**src/rtl/mult_div_unit.sv**
```systemverilog
// Multicycle signed multiply/divide unit: radix-2 Booth multiply and restoring
// divide on magnitudes, one iteration per clock, results on hi/lo at done.
module mult_div_unit #(
  parameter int unsigned WIDTH = 32
) (
  input  logic             clk,
  input  logic             reset,
  input  logic             start,
  input  logic [1:0]       op,
  input  logic [WIDTH-1:0] a,
  input  logic [WIDTH-1:0] b,
  output logic [WIDTH-1:0] hi,
  output logic [WIDTH-1:0] lo,
  output logic             busy,
  output logic             done,
  output logic             div_zero
);

  localparam int unsigned CW = $clog2(WIDTH + 1);
  localparam logic [1:0] OP_MULT = 2'b01;
  localparam logic [1:0] OP_DIV  = 2'b10;

  typedef enum logic [1:0] {IDLE, MULT_RUN, DIV_RUN, FINISH} state_t;

  state_t           state, state_d;
  logic [CW-1:0]    cnt, cnt_d;
  logic             is_div, is_div_d;
  logic [WIDTH-1:0] mcand, mcand_d;
  logic [WIDTH:0]   acc, acc_d;
  logic [WIDTH-1:0] mq, mq_d;
  logic             qm1, qm1_d;
  logic [WIDTH-1:0] rem, rem_d;
  logic [WIDTH-1:0] quot, quot_d;
  logic [WIDTH-1:0] dvsr, dvsr_d;
  logic             neg_q, neg_q_d;
  logic             neg_r, neg_r_d;
  logic [WIDTH-1:0] hi_d, lo_d;
  logic             busy_d, done_d, div_zero_d;

  logic             accept;
  logic [WIDTH-1:0] a_mag, b_mag;
  logic [WIDTH:0]   mcand_x;
  logic [WIDTH:0]   booth_sum;
  logic [WIDTH:0]   div_tmp;
  logic             div_ge;
  logic [WIDTH-1:0] div_rem;

  // A start landing in the done cycle is dropped even though state is already IDLE.
  assign accept = start && !done && ((op == OP_MULT) || (op == OP_DIV));

  assign a_mag = a[WIDTH-1] ? (~a + WIDTH'(1)) : a;
  assign b_mag = b[WIDTH-1] ? (~b + WIDTH'(1)) : b;

  // Accumulator carries one guard bit so the most negative multiplicand cannot overflow.
  assign mcand_x = {mcand[WIDTH-1], mcand};

  always_comb begin
    booth_sum = acc;
    case ({mq[0], qm1})
      2'b01:   booth_sum = acc + mcand_x;
      2'b10:   booth_sum = acc - mcand_x;
      default: booth_sum = acc;
    endcase
  end

  // Trial subtract; when it would go negative the shifted remainder is kept.
  assign div_tmp = {rem, quot[WIDTH-1]};
  assign div_ge  = (div_tmp >= {1'b0, dvsr});
  assign div_rem = div_ge ? (div_tmp[WIDTH-1:0] - dvsr) : div_tmp[WIDTH-1:0];

  always_comb begin
    state_d    = state;
    cnt_d      = cnt;
    is_div_d   = is_div;
    mcand_d    = mcand;
    acc_d      = acc;
    mq_d       = mq;
    qm1_d      = qm1;
    rem_d      = rem;
    quot_d     = quot;
    dvsr_d     = dvsr;
    neg_q_d    = neg_q;
    neg_r_d    = neg_r;
    hi_d       = hi;
    lo_d       = lo;
    busy_d     = busy;
    done_d     = 1'b0;
    div_zero_d = div_zero;

    case (state)
      IDLE: begin
        if (accept) begin
          busy_d     = 1'b1;
          div_zero_d = 1'b0;
          cnt_d      = '0;
          is_div_d   = (op == OP_DIV);
          mcand_d    = a;
          acc_d      = '0;
          mq_d       = b;
          qm1_d      = 1'b0;
          rem_d      = '0;
          quot_d     = a_mag;
          dvsr_d     = b_mag;
          neg_q_d    = a[WIDTH-1] ^ b[WIDTH-1];
          neg_r_d    = a[WIDTH-1];
          state_d    = (op == OP_DIV) ? DIV_RUN : MULT_RUN;
        end
      end

      MULT_RUN: begin
        if (cnt == CW'(WIDTH)) begin
          state_d = FINISH;
        end else begin
          acc_d = {booth_sum[WIDTH], booth_sum[WIDTH:1]};
          mq_d  = {booth_sum[0], mq[WIDTH-1:1]};
          qm1_d = mq[0];
          cnt_d = cnt + CW'(1);
        end
      end

      DIV_RUN: begin
        if (dvsr == '0) begin
          div_zero_d = 1'b1;
          done_d     = 1'b1;
          busy_d     = 1'b0;
          state_d    = IDLE;
        end else if (cnt == CW'(WIDTH)) begin
          state_d = FINISH;
        end else begin
          rem_d  = div_rem;
          quot_d = {quot[WIDTH-2:0], div_ge};
          cnt_d  = cnt + CW'(1);
        end
      end

      FINISH: begin
        if (is_div) begin
          lo_d = neg_q ? (~quot + WIDTH'(1)) : quot;
          hi_d = neg_r ? (~rem + WIDTH'(1)) : rem;
        end else begin
          lo_d = mq;
          hi_d = acc[WIDTH-1:0];
        end
        done_d  = 1'b1;
        busy_d  = 1'b0;
        state_d = IDLE;
      end

      default: state_d = IDLE;
    endcase
  end

  always_ff @(posedge clk or negedge reset) begin
    if (!reset) begin
      state    <= IDLE;
      cnt      <= '0;
      is_div   <= 1'b0;
      mcand    <= '0;
      acc      <= '0;
      mq       <= '0;
      qm1      <= 1'b0;
      rem      <= '0;
      quot     <= '0;
      dvsr     <= '0;
      neg_q    <= 1'b0;
      neg_r    <= 1'b0;
      hi       <= '0;
      lo       <= '0;
      busy     <= 1'b0;
      done     <= 1'b0;
      div_zero <= 1'b0;
    end else begin
      state    <= state_d;
      cnt      <= cnt_d;
      is_div   <= is_div_d;
      mcand    <= mcand_d;
      acc      <= acc_d;
      mq       <= mq_d;
      qm1      <= qm1_d;
      rem      <= rem_d;
      quot     <= quot_d;
      dvsr     <= dvsr_d;
      neg_q    <= neg_q_d;
      neg_r    <= neg_r_d;
      hi       <= hi_d;
      lo       <= lo_d;
      busy     <= busy_d;
      done     <= done_d;
      div_zero <= div_zero_d;
    end
  end

endmodule

```
**config.mk**
```make
export PLATFORM = sky130hd
export DESIGN_NAME = mult_div_unit
export DESIGN_NICKNAME = d
export VERILOG_FILES = /design/src/rtl/mult_div_unit.sv
export SDC_FILE = /design/constraint.sdc
export NUM_CORES = 1
export LEC_CHECK = 0
export ABC_AREA = 1
export CORE_MARGIN = 3
export CORE_UTILIZATION = 35
export CTS_BUF_LIST = sky130_fd_sc_hd__clkbuf_4
export CTS_CLUSTER_DIAMETER = 40
export DETAILED_ROUTE_END_ITERATION = 10
export DONT_BUFFER_PORTS = 1
export PLACE_DENSITY = 0.59
export SYNTH_ARGS = -nofsm -noshare
export SYNTH_HDL_FRONTEND = slang
export SYNTH_SLANG_ARGS = --single-unit
```
**constraint.sdc**
```tcl
create_clock -name clk -period 3.5 [get_ports clk]
set_input_delay 0.35 -clock clk [delete_from_list [all_inputs] [get_ports clk]]
set_output_delay 0.35 -clock clk [all_outputs]
set_load 0.005 [all_outputs]
```
==> metrics.txt <==
status finished, violations left; violated checks hold timing; largest family of logic cells by synthesized area simple AND/OR/NAND/NOR gates; final setup skew between 0.08 and 0.09 ns; Synth async-reset ratio 1.00; Yosys cell types 50; Max-Cap Viols 0; Slew Viols, Final 0; placed instance area 0.0223 mm^2; layout cells sized above 1 0.0608; Fmax between 300 and 400 MHz; antenna viol nets, final 0; final net count roughly 3700; Adder-Cell Fraction of Synth Area 0.0471; Finished Layout Cells 4357; crit-path max cell delay around 0.43 ns; post-synthesis xor/xnor area fraction 0.0418; fin area about 0.024 mm^2; initial antenna violation count 7; CORE AREA slightly above 0.06 mm^2; period utilization 0.891; GRT Total Usage 0.240; Logic pwr share 0.668; Reg-to-Reg End acc[27]; cell taking the most area after synthesis dfrtp_1; RSZ-0062 raised after global routing no; # clock sinks 270; area delta synth->final 12.0%; worst slew pin tran ~1.1 ns; switching power around 0.016 W; I/O Pins 136; Net Count, Synth 3581; CP required 4.23 ns; Seq/Total Area, Yosys 0.313; Starting Density 0.355; # rows 90; post-synthesis mux area share 0; CTS tree yes; R2R Setup Slk 0.38 ns; Clock Tree Root clkbuf_4; CTS Hold Buffers Added 76; Main synth FF type dfrtp_1; Synth top area share 0.313; Internal Power 0.0124 W; Synth Area per Inst around 6.3 um^2; drt total wl 78300 um; Simple-Gate Fraction of Synth Area 0.351; DP HPWL about 59000 um; port buffer count 0; Die ar. around 0.065 mm^2; cell count after placement 4126; vias in the first global route ~21000; CP dominant cell by count nand2_1; GPL Wtd Cong ~0.94; Inserted Clock Buffers 84; Pleak around 13 nW; residual DRC count 0; Die X-Extent between 200 and 300 um; Max Root-Sink Buffers 3; CP endpoint kind flop; DR vias/cell 5.11; Slew headroom 0.250; Compound-Gate Fraction of Synth Area 0.134; Critical Path Start Type flop; EDFF count, synth 0; # H-tree levels 3; Worst Path Arrival slightly below 4 ns; Via Count between 20000 and 25000; Setup violations, final 0; DRT iter0 DRCs between 1500 and 2000; Syn Inst Count approximately 3400; largest net degree at the start of global routing roughly 270; Critical Path Slowest Stage Cell dfrtp_1; Hold/Removal Path Class in -> async; FF-to-FF Start mcand[8]; synth warn 0; die boundary height roughly 250 um; drt pass-1 iters 6; Clk pwr share 0.113; GR Overflow Total 0; Clock transition at path regs 0.06 ns; crit path cell chain nor2_1 -> nand2_1 -> nor2_1 -> nand3_1 -> nor2_1 -> nand2_1 -> o21ai_0 -> xnor2_1 -> inv_1 -> ha_1 -> nand2_1 -> nor4_1 -> nand3_1 -> nand3_1 -> nand3_1 -> nand2_1 -> nand2_1; Max IR drop VDD between 0.5 and 0.6 mV; Synth area leaders dfrtp_1 (31%), nand2_1 (20%), inv_1 (8.6%); final hold violation count 270; global-route wire length before repair about 120000 um; CP Max Fanout 5; synthesized cell area approximately 0.022 mm^2; Net Sw Frac 0.569; Min Clock Period, post-route just over 3 ns; Reg2Reg Depth 17; Pwr Density around 1200 mW/mm^2; Flop pwr share 0.219; Crit Path Category reg -> reg; setup_tns 0 ns; crit path launch mcand[8]; WHS -0.739 ns; Yosys reg bits 270; WL/cell about 18 um; Worst-Skew Late Latency between 0.8 and 0.9 ns
synth_stat cells, types with 2 or more instances:
cell / count
nand3_2: 4
clkbuf_1: 65
nand2_1: 1138
fa_1: 2
buf_2: 17
buf_6: 8
nand3b_1: 14
a21oi_2: 3
o22ai_1: 3
a31oi_1: 18
o211ai_1: 50
nor2_1: 290
o31ai_1: 5
inv_2: 7
nor3_2: 2
nand2_2: 5
nor4_1: 8
o21ai_0: 217
buf_1: 20
nor2_2: 11
ha_1: 78
xor2_1: 78
a21oi_1: 177
dfrtp_1: 270
nand2_4: 4
nand3_1: 262
buf_4: 8
nand4_1: 33
and2_1: 4
o21bai_1: 5
xnor2_1: 25
nor3_1: 37
inv_1: 492
and3_1: 2
or2_2: 4
o21ai_1: 49
o221ai_1: 4
kinds of logic (layout without fill, tap and decap cells):
family,count (synthesis),in the layout
adders and majority gates,80,80
xor gates and xnor gates,103,103
buffers and inverters,618,753
and+or+nand+nor,1825,1825
AOI/OAI and AO/OA,536,536
DFF,270,270
other,0,8
per-layer routing:
layer / GRT usage / vias up / wire [um]
li1: - / 11124 / -
met1: 0.316 / 10272 / 34400
met2: 0.390 / 700 / 35900
met3: 0.0466 / 159 / 5330
met4: 0.0906 / 0 / 2630
met5: 0 / - / 0
per-stage QoR:
stage	setup WS [ns]	util	total power, W
after global placement	0.393	0.367	0.0251
final	0.383	0.398	0.0288
after detailed placement	0.330	0.367	0.0252
after CTS	0.354	0.397	0.0287
after floorplan	0.755	-	0.0198
after global routing	0.00208	0.398	0.0318
what timing repair did:
action	CTS	global route
buffers inserted	0	0
setup endpoints to repair	0	6
endpoints found under the hold margin	403	270
resized for setup	0	5
registers in the layout (all words and copies together), names as in the netlist, 2 cells and up:
name	flops
dvsr	32
acc	32
mq	32
lo	32
quot	32
rem	32
state	2
mcand	32
cnt	6
hi	32
worst max-delay path, delay by kind of cell (launching register included):
family,cells,cell delay [ns]
simple gates,13,1.87
flops,1,0.43
fa+ha+maj,1,0.36
compound gates,1,0.22
xor+xnor,1,0.15
buf+inv,1,0.07
worst max path at each step:
stage / end / depth (start not counted) / slack, ns
5_1_grt: acc[27] / 20 / 0.002
2_1_floorplan: acc[27] / 15 / 0.75
3_3_place_gp: acc[27] / 17 / 0.39
4_1_cts: acc[27] / 17 / 0.35
6_report: acc[27] / 17 / 0.38
3_5_place_dp: acc[27] / 17 / 0.33
layout by cell type (no fill, tap or decap), types with 50 or more instances in the layout:
cell type,count
nand2_1,1138
inv_1,491
nor2_1,288
dfrtp_1,269
nand3_1,262
o21ai_0,217
a21oi_1,175
clkbuf_4,113
xor2_1,78
ha_1,77
dlygate4sd3_1,76
o211ai_1,50
area by class of cell:
class	count	area (um^2)
antenna	8	20.0
clock buffer	113	848
clock inverter	34	215
fill	6643	36500
inverter	500	1880
multi-input combinational	2544	12400
sequential	270	6760
tap	782	978
timing repair buffer	106	1040
power groups by stage:
| stage | logic (W) | registers, W | clock network, W |
|---|---|---|---|
| 6_report | 0.0192 | 0.00632 | 0.00325 |
| 5_1_grt | 0.0217 | 0.00651 | 0.00351 |
| 4_1_cts | 0.0191 | 0.00629 | 0.00333 |
| 3_5_place_dp | 0.0188 | 0.00633 | 0 |
| 3_3_place_gp | 0.0188 | 0.00632 | 0 |
| 2_1_floorplan | 0.0142 | 0.00560 | 0 |
Note: power is estimated with default switching activity, not from simulation.
